File: src/rtl/mouse_ps2_receiver_pkg.sv
// Shared definitions for the PS/2 mouse receiver: frame geometry, FSM states,
// error-code bit positions and the odd-parity helper.
package mouse_ps2_receiver_pkg;

  localparam int PS2_DATA_BITS = 8;
  localparam int BIT_CNT_W     = $clog2(PS2_DATA_BITS);

  // Bit positions inside BYTE_ERROR_CODE
  localparam int ERR_PARITY = 0;
  localparam int ERR_STOP   = 1;

  typedef enum logic [1:0] {
    ST_IDLE   = 2'd0,
    ST_DATA   = 2'd1,
    ST_PARITY = 2'd2,
    ST_STOP   = 2'd3
  } ps2_state_e;

  // Parity bit a well-behaved device sends for this byte (odd parity overall)
  function automatic logic odd_parity(input logic [PS2_DATA_BITS-1:0] data);
    return ~^data;
  endfunction

endpackage

File: src/rtl/mouse_ps2_receiver_sync_edge.sv
// Multi-flop synchroniser for one asynchronous PS/2 line plus a falling-edge
// detector on the synchronised level. Flops reset to 1 because the bus idles high.
module mouse_ps2_receiver_sync_edge #(
  parameter int SYNC_STAGES = 2
) (
  input  logic clk,
  input  logic rst_n,
  input  logic line_i,
  output logic level_o,
  output logic fall_o
);

  logic [SYNC_STAGES-1:0] sync_q;
  logic                   prev_q;

  // Shift the raw line through the synchroniser and keep the previous level
  always_ff @(posedge clk or negedge rst_n) begin
    if (!rst_n) begin
      sync_q <= '1;
      prev_q <= 1'b1;
    end else begin
      sync_q <= {sync_q[SYNC_STAGES-2:0], line_i};
      prev_q <= sync_q[SYNC_STAGES-1];
    end
  end

  assign level_o = sync_q[SYNC_STAGES-1];
  assign fall_o  = prev_q & ~sync_q[SYNC_STAGES-1];

endmodule

File: src/rtl/mouse_ps2_receiver.sv
// Device-to-host half of the PS/2 mouse link: deframes 11-bit frames (start,
// 8 data LSB-first, odd parity, stop) and hands each byte to the mouse master
// with a one-cycle strobe and parity/stop error flags. Abandoned frames
// (inter-edge timeout or READ_ENABLE withdrawn) raise a one-cycle FRAME_ABORT.
module mouse_ps2_receiver
  import mouse_ps2_receiver_pkg::*;
#(
  parameter int SYNC_STAGES    = 2,
  parameter int TIMEOUT_CYCLES = 50000
) (
  input  logic       CLK,
  input  logic       RESET_N,
  input  logic       CLK_MOUSE_IN,
  input  logic       DATA_MOUSE_IN,
  input  logic       READ_ENABLE,
  output logic       BYTE_READ,
  output logic [7:0] BYTE,
  output logic [1:0] BYTE_ERROR_CODE,
  output logic       FRAME_ABORT
);

  localparam int                     TIMER_W       = $clog2(TIMEOUT_CYCLES + 1);
  localparam logic [TIMER_W-1:0]     TIMEOUT_LIMIT = TIMER_W'(TIMEOUT_CYCLES);
  localparam logic [BIT_CNT_W-1:0]   BIT_LAST      = BIT_CNT_W'(PS2_DATA_BITS - 1);

  logic clk_fall;
  logic clk_level_unused;   // only the edge of the clock line is needed
  logic data_sync;
  logic data_fall_unused;   // only the level of the data line is needed

  ps2_state_e                 state_q;
  logic [BIT_CNT_W-1:0]       bit_cnt_q;
  logic [PS2_DATA_BITS-1:0]   shreg_q;
  logic                       parity_q;
  logic [TIMER_W-1:0]         timer_q;
  logic [TIMER_W-1:0]         timer_d;
  logic [PS2_DATA_BITS-1:0]   byte_q;
  logic [1:0]                 err_q;
  logic                       byte_read_q;
  logic                       frame_abort_q;

  mouse_ps2_receiver_sync_edge #(.SYNC_STAGES(SYNC_STAGES)) u_clk_sync (
    .clk     (CLK),
    .rst_n   (RESET_N),
    .line_i  (CLK_MOUSE_IN),
    .level_o (clk_level_unused),
    .fall_o  (clk_fall)
  );

  mouse_ps2_receiver_sync_edge #(.SYNC_STAGES(SYNC_STAGES)) u_data_sync (
    .clk     (CLK),
    .rst_n   (RESET_N),
    .line_i  (DATA_MOUSE_IN),
    .level_o (data_sync),
    .fall_o  (data_fall_unused)
  );

  // Saturating increment of the inter-edge timer
  always_comb begin
    // NOTE: every combinational output gets an unconditional value first so no latch is inferred.
    timer_d = timer_q;
    if (timer_q != TIMEOUT_LIMIT) timer_d = timer_q + 1'b1;
  end

  // Frame FSM with shift register, bit counter, timeout and registered outputs
  always_ff @(posedge CLK or negedge RESET_N) begin
    if (!RESET_N) begin
      state_q       <= ST_IDLE;
      bit_cnt_q     <= '0;
      shreg_q       <= '0;
      parity_q      <= 1'b0;
      timer_q       <= '0;
      byte_q        <= '0;
      err_q         <= '0;
      byte_read_q   <= 1'b0;
      frame_abort_q <= 1'b0;
    end else begin
      // NOTE: non-blocking defaults here are overridden by later assignments in the same
      // cycle, which is what makes the strobes exactly one cycle wide.
      byte_read_q   <= 1'b0;
      frame_abort_q <= 1'b0;

      if (state_q == ST_IDLE) begin
        timer_q <= '0;
        if (clk_fall && READ_ENABLE && !data_sync) begin
          state_q   <= ST_DATA;
          bit_cnt_q <= '0;
        end
      end else if (!READ_ENABLE) begin
        // Transmitter has taken the bus: abandon the frame, beating any coincident edge
        state_q       <= ST_IDLE;
        timer_q       <= '0;
        frame_abort_q <= 1'b1;
      end else if (clk_fall) begin
        timer_q <= '0;
        case (state_q)
          ST_DATA: begin
            shreg_q[bit_cnt_q] <= data_sync;
            if (bit_cnt_q == BIT_LAST) state_q <= ST_PARITY;
            else                       bit_cnt_q <= bit_cnt_q + 1'b1;
          end
          ST_PARITY: begin
            parity_q <= data_sync;
            state_q  <= ST_STOP;
          end
          ST_STOP: begin
            byte_q            <= shreg_q;
            err_q[ERR_PARITY] <= (parity_q != odd_parity(shreg_q));
            err_q[ERR_STOP]   <= ~data_sync;
            byte_read_q       <= 1'b1;
            state_q           <= ST_IDLE;
          end
          default: state_q <= ST_IDLE;
        endcase
      end else if (timer_q >= TIMEOUT_LIMIT) begin
        // Mouse clock stalled mid-frame: drop the partial byte
        state_q       <= ST_IDLE;
        timer_q       <= '0;
        frame_abort_q <= 1'b1;
      end else begin
        timer_q <= timer_d;
      end
    end
  end

  assign BYTE_READ       = byte_read_q;
  assign BYTE            = byte_q;
  assign BYTE_ERROR_CODE = err_q;
  assign FRAME_ABORT     = frame_abort_q;

endmodule

File: config.mk
export PLATFORM = sky130hd
export DESIGN_NAME = mouse_ps2_receiver
export DESIGN_NICKNAME = d
export VERILOG_FILES = /design/src/rtl/mouse_ps2_receiver_pkg.sv /design/src/rtl/mouse_ps2_receiver_sync_edge.sv /design/src/rtl/mouse_ps2_receiver.sv
export SDC_FILE = /design/constraint.sdc
export NUM_CORES = 1
export LEC_CHECK = 0
export CORE_MARGIN = 4
export CORE_UTILIZATION = 55
export DETAILED_ROUTE_END_ITERATION = 16
export PLACE_DENSITY = 0.76
export SYNTH_ARGS = -nofsm -noshare
export SYNTH_HDL_FRONTEND = slang
export SYNTH_SLANG_ARGS = --single-unit
File: constraint.sdc
create_clock -name CLK -period 6 [get_ports CLK]
set_clock_uncertainty 0.15 [all_clocks]
set_input_delay 0.6 -clock CLK [delete_from_list [all_inputs] [get_ports CLK]]
set_output_delay 0.6 -clock CLK [all_outputs]
set_load 0.01 [all_outputs]
==> reports/metrics.cfg <==
[status]
status = finished, final reports clean

[die]
die_area_um2 = 5130
io_pins = 17
start_util = 0.590
die_h_um = 71.6
floorplan.rows = 22
die_w_um = 71.6
coreArea_um2 = 3770

[clock_tree]
clk_path_buf_depth = 2
cts_root_buffer = clkbuf_8
post_cts_buffers = 0
clock_sinks = 47
clkTransAtPathRegs_ns = 0.09
cts_made_buffers = 5
tritoncts = done
ctsResizeCount = 0
hold_buffers = 0
h-tree-depth = 2
clock_latency_ns = 0.30

[synthesis]
synthCells = 195
syn-num-nets = 208
yosys.area_share.simple = 0.161
synthFlopType = dfrtp_1
yosys_warnings = 0
muxShareOfSynthArea = 0.0950
avgSynthCellArea_um2 = 11.4
synthXorXnorAreaFrac = 0.0809
synth_edf_count = 0
synth_compound_area_frac = 0.0579
synth_cell_types = 39
synth_top_family_by_area = simple AND/OR/NAND/NOR gates
ys_seq_area_frac = 0.531
ys_ff_latch = 47
synth_area_um2 = 2230
synth_fa_ha_area_frac = 0.0450
async_flop_share = 1.00

[routing]
met2_wirelength_mm = 2.08
first_pass_iters = 5
wl_per_cell_um = 14.8
vias = 1456
via_per_inst = 5.58
drc_errors = 0
postRouteAntennaNets = 0
route.met3.wl_um = 168
wirelength_mm = 3.86
drt_iter0_drc = 78
wl_met1_mm = 1.57
routed.top_layer = met4

[worst_hold_path]
hold_start = u_clk_sync.sync_q[0]$_DFF_PN1_
hold_depth = 0
holdCritPathClass = reg2reg
holdPathEnd = u_clk_sync.sync_q[1]$_DFF_PN1_

[place]
portBuffers = 16
dp_hpwl_mm = 2.75
place_congestion = 0.818

[sta]
finalHoldViolations = 0
fin_crit_sh = 0.417
slew_headroom = 0.283
max_freq_mhz = 400
rsz0062_at_grt = no
slew_violations = 0
setup_tns_ns = 0
setup_viol = 0
tightest_slew_ns = 1.08
fin_crit_ns = 2.50

[worst_setup_path]
crit_path_end_kind = flip-flop
max_stage_delay_ns = 0.86
r2r_end = timer_q[15]$_DFFE_PN0P_
slowest_stage = a21oi_1
critPathArrivalTime_ns = 2.54
crit_type = reg2reg
path_max_fanout = 16
required_ns = 6.04
rr_worst_depth = 6
critical-path-top-delay-family = compound AO/OA/AOI/OAI gates
cp_num_buf_inv = 1
crit_chain = inv_1 -> ha_1 -> nand2b_1 -> nor3b_2 -> a21oi_1 -> o21ba_1
start_kind = flip-flop
r2r_start = state_q[1]$_DFFE_PN0P_
regToRegSetupSlack_ns = 3.50
path_depth = 6

[grt]
grt_pass1_vias = 1521
grt_max_degree = 48
grt_pass1_wl_mm = 6.84
grt.overflow.total = 0
antenna_found_initial = 0
grt_use_total = 0.175

[cells_and_area]
diodes = 0
nets = 225
final_common_cell = dfrtp_1
syn2layout_area_growth_pct = 14.6
mostFrequentLayoutCells = dfrtp_1, nor2_1, mux2_1, clkdlybuf4s50_1, nand2_1
drive_gt1_frac = 0.0798

[pwr]
peakVddDrop_v = 0.000210
p_leak_nw = 1.17
pwr_density_cell_nw_per_um2 = 365
power.total_mw = 0.931

[flow_run]
drv_cap = 0

## worst reg2reg max path, cell delays in order (launching register included)
cell and delay, ns:
dfrtp_1 0.42, inv_1 0.12, ha_1 0.33, nand2b_1 0.20
nor3b_2 0.07, a21oi_1 0.86, o21ba_1 0.25
## metrics by stage
step           hold WS, ns  utilization  setup slack, ns  std cells  area, um2
6_report             0.209        0.677             3.50        261       2550
5_1_grt              0.215        0.677             3.26        261       2550
4_1_cts              0.208        0.677             3.46        261       2550
3_5_place_dp         0.197        0.640             3.31        253       2410
3_3_place_gp         0.195        0.640             3.39        253       2410
2_1_floorplan        0.154            -             4.02        195       2230
## state kept, by name, indices dropped and copies added (netlist names)
| register | count |
|---|---|
| bit_cnt_q | 3 |
| FRAME_ABORT | 1 |
| u_data_sync.sync_q | 2 |
| BYTE_READ | 1 |
| BYTE | 8 |
| shreg_q | 8 |
| u_clk_sync.prev_q | 1 |
| parity_q | 1 |
| timer_q | 16 |
| u_clk_sync.sync_q | 2 |
| state_q | 2 |
| BYTE_ERROR_CODE | 2 |
## layout make-up
cell class / count / area (um2)
inverter: 10 / 37.5
fill: 271 / 1220
tap: 48 / 60.1
clock buffer: 5 / 68.8
timing repair buffer: 16 / 155
sequential: 47 / 1180
clock inverter: 3 / 67.6
multi-input combinational: 132 / 980
## routing by layer
layer  vias to the layer above  GRT usage
met5                         -          0
met1                       717      0.193
li1                        706          -
met2                        28      0.313
met4                         0     0.0605
met3                         5     0.0603
## worst max-delay path by stage
stage	end	slack, ns	from
3_5_place_dp	timer_q[15]$_DFFE_PN0P_	3.31	READ_ENABLE
5_1_grt	timer_q[15]$_DFFE_PN0P_	3.26	state_q[1]$_DFFE_PN0P_
2_1_floorplan	shreg_q[3]$_DFFE_PN0P_	4.02	state_q[0]$_DFFE_PN0P_
6_report	timer_q[15]$_DFFE_PN0P_	3.50	state_q[1]$_DFFE_PN0P_
3_3_place_gp	timer_q[15]$_DFFE_PN0P_	3.39	READ_ENABLE
4_1_cts	timer_q[15]$_DFFE_PN0P_	3.46	state_q[1]$_DFFE_PN0P_
## power by group
group / internal [mW] / switching [mW] / total (mW)
logic: 0.124 / 0.125 / 0.248
clock network: 0.166 / 0.104 / 0.270
registers: 0.362 / 0.0510 / 0.413
## logic make-up after synthesis
family | after synthesis
mux | 19
compound gates | 19
fa+ha+maj | 8
simple gates | 67
buf+inv | 16
xor+xnor | 19
flops | 47
## synthesized netlist by cell type, types with 3 or more instances
cell type | count | area [um2]
clkbuf_1 | 3 | 11.3
nand2_1 | 13 | 48.8
o2bb2ai_1 | 3 | 26.3
a21oi_1 | 4 | 20.0
nand4_1 | 5 | 31.3
o21ai_1 | 4 | 20.0
nor2_1 | 18 | 67.6
inv_1 | 8 | 30.0
ha_1 | 8 | 100
xor2_1 | 8 | 70.1
nand3_1 | 5 | 25.0
buf_2 | 3 | 15.0
dfstp_2 | 5 | 131
dfrtp_1 | 42 | 1050
nor3_1 | 5 | 25.0
nor3b_1 | 5 | 37.5
xnor2_1 | 10 | 87.6
mux2_1 | 17 | 191
Note: power is estimated with default switching activity, not from simulation.
